<file path="src/rtl/factorial_pkg.sv">
// Shared types and constants for the sequential factorial engine.
package factorial_pkg;

  localparam int unsigned N_W = 4;
  localparam int unsigned F_W = 16;
  localparam int unsigned P_W = N_W + F_W;

  localparam logic [F_W-1:0] ONE = 16'd1;

  typedef enum logic [1:0] {
    IDLE,
    CALC,
    DONE
  } state_e;

endpackage

</file>
<file path="src/rtl/factorial_mul16x4.sv">
// Combinational 16x4 unsigned multiplier with a full 20-bit product.
module factorial_mul16x4
  import factorial_pkg::*;
(
  input  logic [F_W-1:0] a,
  input  logic [N_W-1:0] b,
  output logic [P_W-1:0] p
);

  assign p = P_W'(a) * P_W'(b);

endmodule

</file>
<file path="src/rtl/factorial_unit.sv">
// Iterative n! engine, one multiply per clock, level-start/done handshake.
// Optional FACTORIAL_OVERFLOW_EN adds the overflow port and saturates fact to 16'hFFFF.
module factorial_unit
  import factorial_pkg::*;
(
  input  logic           clk,
  input  logic           reset,
  input  logic           start,
  input  logic [N_W-1:0] data1,
  output logic           done,
  output logic [F_W-1:0] fact
`ifdef FACTORIAL_OVERFLOW_EN
  ,
  output logic           overflow
`endif
);

  state_e         state_q, state_d;
  logic [N_W-1:0] cnt_q, cnt_d;
  logic [F_W-1:0] acc_q, acc_d;
  logic [F_W-1:0] fact_q, fact_d;
  logic [P_W-1:0] prod;

`ifdef FACTORIAL_OVERFLOW_EN
  logic ovf_flag_q, ovf_flag_d;
  logic ovf_q, ovf_d;
`else
  // High product bits only matter when saturation is built in.
  logic unused_prod_hi;
  assign unused_prod_hi = ^prod[P_W-1:F_W];
`endif

  factorial_mul16x4 u_mul (
    .a (acc_q),
    .b (cnt_q),
    .p (prod)
  );

  always_comb begin
    state_d = state_q;
    cnt_d   = cnt_q;
    acc_d   = acc_q;
    fact_d  = fact_q;
`ifdef FACTORIAL_OVERFLOW_EN
    ovf_flag_d = ovf_flag_q;
    ovf_d      = ovf_q;
`endif
    unique case (state_q)
      IDLE: begin
        if (start) begin
          cnt_d   = data1;
          acc_d   = ONE;
          state_d = CALC;
`ifdef FACTORIAL_OVERFLOW_EN
          ovf_flag_d = 1'b0;
          ovf_d      = 1'b0;
`endif
        end
      end
      CALC: begin
        // cnt of 0 or 1 finishes at once, so 0! and 1! both yield acc=1.
        if (cnt_q <= N_W'(1)) begin
          fact_d  = acc_q;
          state_d = DONE;
`ifdef FACTORIAL_OVERFLOW_EN
          if (ovf_flag_q) begin
            fact_d = '1;
          end
          ovf_d = ovf_flag_q;
`endif
        end else begin
          acc_d = prod[F_W-1:0];
          cnt_d = cnt_q - N_W'(1);
`ifdef FACTORIAL_OVERFLOW_EN
          if (|prod[P_W-1:F_W]) begin
            ovf_flag_d = 1'b1;
          end
`endif
        end
      end
      DONE: begin
        if (!start) begin
          state_d = IDLE;
        end
      end
      default: state_d = IDLE;
    endcase
  end

  always_ff @(posedge clk) begin
    if (reset) begin
      state_q <= IDLE;
      cnt_q   <= '0;
      acc_q   <= ONE;
      fact_q  <= '0;
`ifdef FACTORIAL_OVERFLOW_EN
      ovf_flag_q <= 1'b0;
      ovf_q      <= 1'b0;
`endif
    end else begin
      state_q <= state_d;
      cnt_q   <= cnt_d;
      acc_q   <= acc_d;
      fact_q  <= fact_d;
`ifdef FACTORIAL_OVERFLOW_EN
      ovf_flag_q <= ovf_flag_d;
      ovf_q      <= ovf_d;
`endif
    end
  end

  assign done = (state_q == DONE);
  assign fact = fact_q;
`ifdef FACTORIAL_OVERFLOW_EN
  assign overflow = ovf_q;
`endif

endmodule

</file>
<file path="config.mk">
export PLATFORM = sky130hd
export DESIGN_NAME = factorial_unit
export DESIGN_NICKNAME = d
export VERILOG_FILES = /design/src/rtl/factorial_pkg.sv /design/src/rtl/factorial_mul16x4.sv /design/src/rtl/factorial_unit.sv
export SDC_FILE = /design/constraint.sdc
export NUM_CORES = 1
export LEC_CHECK = 0
export CAP_MARGIN = 40
export CORE_UTILIZATION = 50
export DETAILED_ROUTE_END_ITERATION = 12
export GPL_TIMING_DRIVEN = 0
export PLACE_DENSITY = 0.76
export SYNTH_ARGS = -nofsm -noshare
export SYNTH_HDL_FRONTEND = slang
export SYNTH_HIERARCHICAL = 1
export SYNTH_SLANG_ARGS = --single-unit
</file>
<file path="constraint.sdc">
create_clock -name clk -period 7.1 [get_ports clk]
set_input_delay 0.71 -clock clk [delete_from_list [all_inputs] [get_ports clk]]
set_output_delay 0.71 -clock clk [all_outputs]
set_load 0.005 [all_outputs]
</file>
==> out/metrics.csv, run 1 <==
stage;metric;value;unit
outcome;outcome;finished, violations left;
outcome;violated checks;DRC;
synthesis;Post-Syn Area per Cell;8.637;um2
grt;gr ovfl total;0;
timing;final setup vio count;0;
run;max cap viols;0;
synthesis;Syn Std Cell Area;0.003395;mm2
finish;sequential cell area;760.7;um2
cts;PostCTS Resize Cnt;0;
die;Initial Util;0.5256;
timing;unrepaired setup endpoints after global routing;false;
worst_hold_path;worst hold start;fact[7];
die;site row count;29;
critical_path;Crit. End Element;flop;
power_and_ir_drop;Internal;0.3611;mW
critical_path;critical path peak fanout;9;
die;Die Height;84.40;um
drt;Detailed Route WL;7168;um
drt;Avg WL per Cell;14.36;um
finish;most common cell after layout, fill and taps aside;and2_1;
critical_path;FF-to-FF End;acc_q[14];
cts;CTS Hold Bufs;0;
place;IO buf count;22;
power_and_ir_drop;Switch Pwr;0.1792;mW
grt;gr usage total;0.2229;
place;DPL Wire Length;5528;um
critical_path;crit path DAT;4.24;ns
synthesis;syn_nets;446;
timing;setup tns final;0;ns
finish;fin nets;475;
critical_path;critical path class;flop to flop;
die;Die W;84.40;um
timing;fin crit period;4.077;ns
power_and_ir_drop;peak supply drop;0.1579;mV
timing;maximum clock skew at final layout;0.008939;ns
power_and_ir_drop;Power Total;0.5403;mW
cts;TritonCTS Buffers;5;
finish;commonest non-fill, non-tap cells in the layout;and2_1 (58), inv_1 (57), nor2_1 (44);
power_and_ir_drop;Leakage;1.795;nW
cts;CTS Root Cell;clkbuf_8;
drt;Remaining DRCs;2;
timing;Hold Fails Final Rpt;0;
power_and_ir_drop;Comb pwr share;0.295;
drt;via count;2624;
timing;pins over their slew limit;0;
critical_path;reg-to-reg setup timing slack;3.02;ns
synthesis;Mapped Cells;393;
drt;Via density;5.259;
cts;postcts setup bufs;0;
place;gpl congestion;0.8386;
cts;H-Tree Depth;2;
die;die area;0.007123;mm2
cts;CTS tree;built;
synthesis;YS warnings;6;
finish;area grow syn2layout;11.65;%
timing;Slew @ Worst Pin;0.5706;ns
cts;Clock transition at path regs;0.07;ns
timing;Fmax;0.2453;GHz
finish;Fill cells;581;
worst_hold_path;hold path cells;2;
power_and_ir_drop;register share of total power;0.449;
die;IO Pins;24;
finish;area of the multi-input gates;0.002308;mm2
finish;layout cell share with drive strength beyond 1;0.06161;
cts;deepest clock path buffer count;2;
drt;DR pass1 iterations;8;
grt;vias in the first global route;2730;
cts;clk_lat worst skew;0.29;ns
worst_hold_path;hold endpoint;fact[7];
die;core area;0.006459;mm2
critical_path;worst r2r src;cnt_q[3];
timing;worst rel slew slack;0.6196;
grt;initial antenna violation count;0;
drt;drt first-iter violations;109;
cts;clock sinks;38;
worst_hold_path;Hold WC Path Type;flop to flop;
power_and_ir_drop;PwrDens;142.6;mW/mm2
grt;first-pass GRT wire length;12740;um
critical_path;Worst setup SP type;flop;
timing;Tcrit/Tclk final;0.5742;
critical_path;CP required;7.26;ns
grt;largest net degree at the start of global routing;12;
power_and_ir_drop;Clk network pwr share;0.255;
finish;Diodes inserted;0;
critical_path;R2R cell count;15;
power_and_ir_drop;switch share;0.3316;
drt;Post-DRT Antenna Nets;0;
==> power by group through the flow <==
stage                     logic, mW  registers (mW)  clock network [mW]
after global placement        0.155           0.247                   0
after floorplan               0.125           0.239                   0
after global routing          0.174           0.245               0.151
final                         0.160           0.243               0.138
after detailed placement      0.158           0.247                   0
after CTS                     0.159           0.242               0.144
==> stage by stage <==
stage               utilization  instance area, um2  instances  hold slack (ns)  worst slack [ns]
global placement         0.5746                3711        492           0.4756             3.095
floorplan                     -                3395        393           0.4830             3.590
finish                   0.5868                3790        499           0.4964             3.023
global route             0.5868                3790        499           0.5381             2.808
CTS                      0.5868                3790        499           0.5083             3.071
detailed placement       0.5746                3711        492           0.4843             3.060
==> cell type report <==
class	instances	area share
multi-input cells	279	0.6091
clock inverters	2	0.002641
well taps	77	0.02542
flip-flops and latches	38	0.2007
clock buffers	5	0.01816
inverters	57	0.05645
plain buffers	19	0.02938
repair buffers	22	0.05811
==> state kept, by name, summed over array words and instances (netlist names) <==
register	flops
cnt_q	4
state_q	2
acc_q	16
fact	16
==> worst max-delay path by stage <==
| stage | cells past startpoint | startpoint | endpoint | slack [ns] |
|---|---|---|---|---|
| after floorplan | 15 | cnt_q[3] | acc_q[13] | 3.59 |
| after global placement | 15 | cnt_q[3] | acc_q[14] | 3.09 |
| after detailed placement | 15 | cnt_q[3] | acc_q[14] | 3.06 |
| after CTS | 15 | cnt_q[3] | acc_q[14] | 3.07 |
| after global routing | 14 | cnt_q[3] | acc_q[13] | 2.81 |
| final | 15 | cnt_q[3] | acc_q[14] | 3.02 |
==> critical path: stages, from the launching register on <==
cell and delay (ns):
dfxtp_1 0.61, clkbuf_1 0.33, nand2_1 0.13, fa_1 0.54, inv_1 0.05, fa_1 0.56, inv_1 0.07, fa_1 0.46
nor2b_1 0.30, o2111ai_2 0.16, a31oi_1 0.20, nor2_1 0.09, xnor2_1 0.14, and2_1 0.14, mux2i_1 0.12, nor2_1 0.06
==> routing by layer <==
layer  share of wire  vias to the layer above  routed length, um  GRT usage
met5               0                        -                  0          0
met4          0.0038                        0                 27    0.03390
met3           0.047                        3                335    0.03245
met2            0.49                       54               3480     0.3882
met1            0.46                     1263               3325     0.3012
li1                -                     1304                  -          -
Power figures use the tool's default switching activity.
==> inputs of run 2 (changes only) <==
==> constraint.sdc (replaced) <==
create_clock -name clk -period 4.3 [get_ports clk]
set_input_delay 0.43 -clock clk [delete_from_list [all_inputs] [get_ports clk]]
set_output_delay 0.43 -clock clk [all_outputs]
set_load 0.005 [all_outputs]
==> results of run 2 <==
Same layout as run 1 (identical final DEF). Status: finished, violations left: DRC.
Among the figures that moved: setup slack after placement 3.060 ns -> 0.2604 ns; setup slack after layout 3.023 ns -> 0.2232 ns; register-to-register setup slack 3.02 ns -> 0.22 ns; total power 0.5403 mW -> 0.8922 mW; worst IR drop on VDD 0.1579 mV -> 0.2607 mV
==> inputs of run 3 (changes only) <==
==> constraint.sdc (replaced) <==
create_clock -name clk -period 5 [get_ports clk]
set_input_delay 0.5 -clock clk [delete_from_list [all_inputs] [get_ports clk]]
set_output_delay 0.5 -clock clk [all_outputs]
set_load 0.005 [all_outputs]
==> results of run 3 <==
Same layout as run 1 (identical final DEF). Status: finished, violations left: DRC.
Among the figures that moved: setup slack after placement 3.060 ns -> 0.9604 ns; setup slack after layout 3.023 ns -> 0.9232 ns; register-to-register setup slack 3.02 ns -> 0.92 ns; total power 0.5403 mW -> 0.7673 mW; worst IR drop on VDD 0.1579 mV -> 0.2242 mV
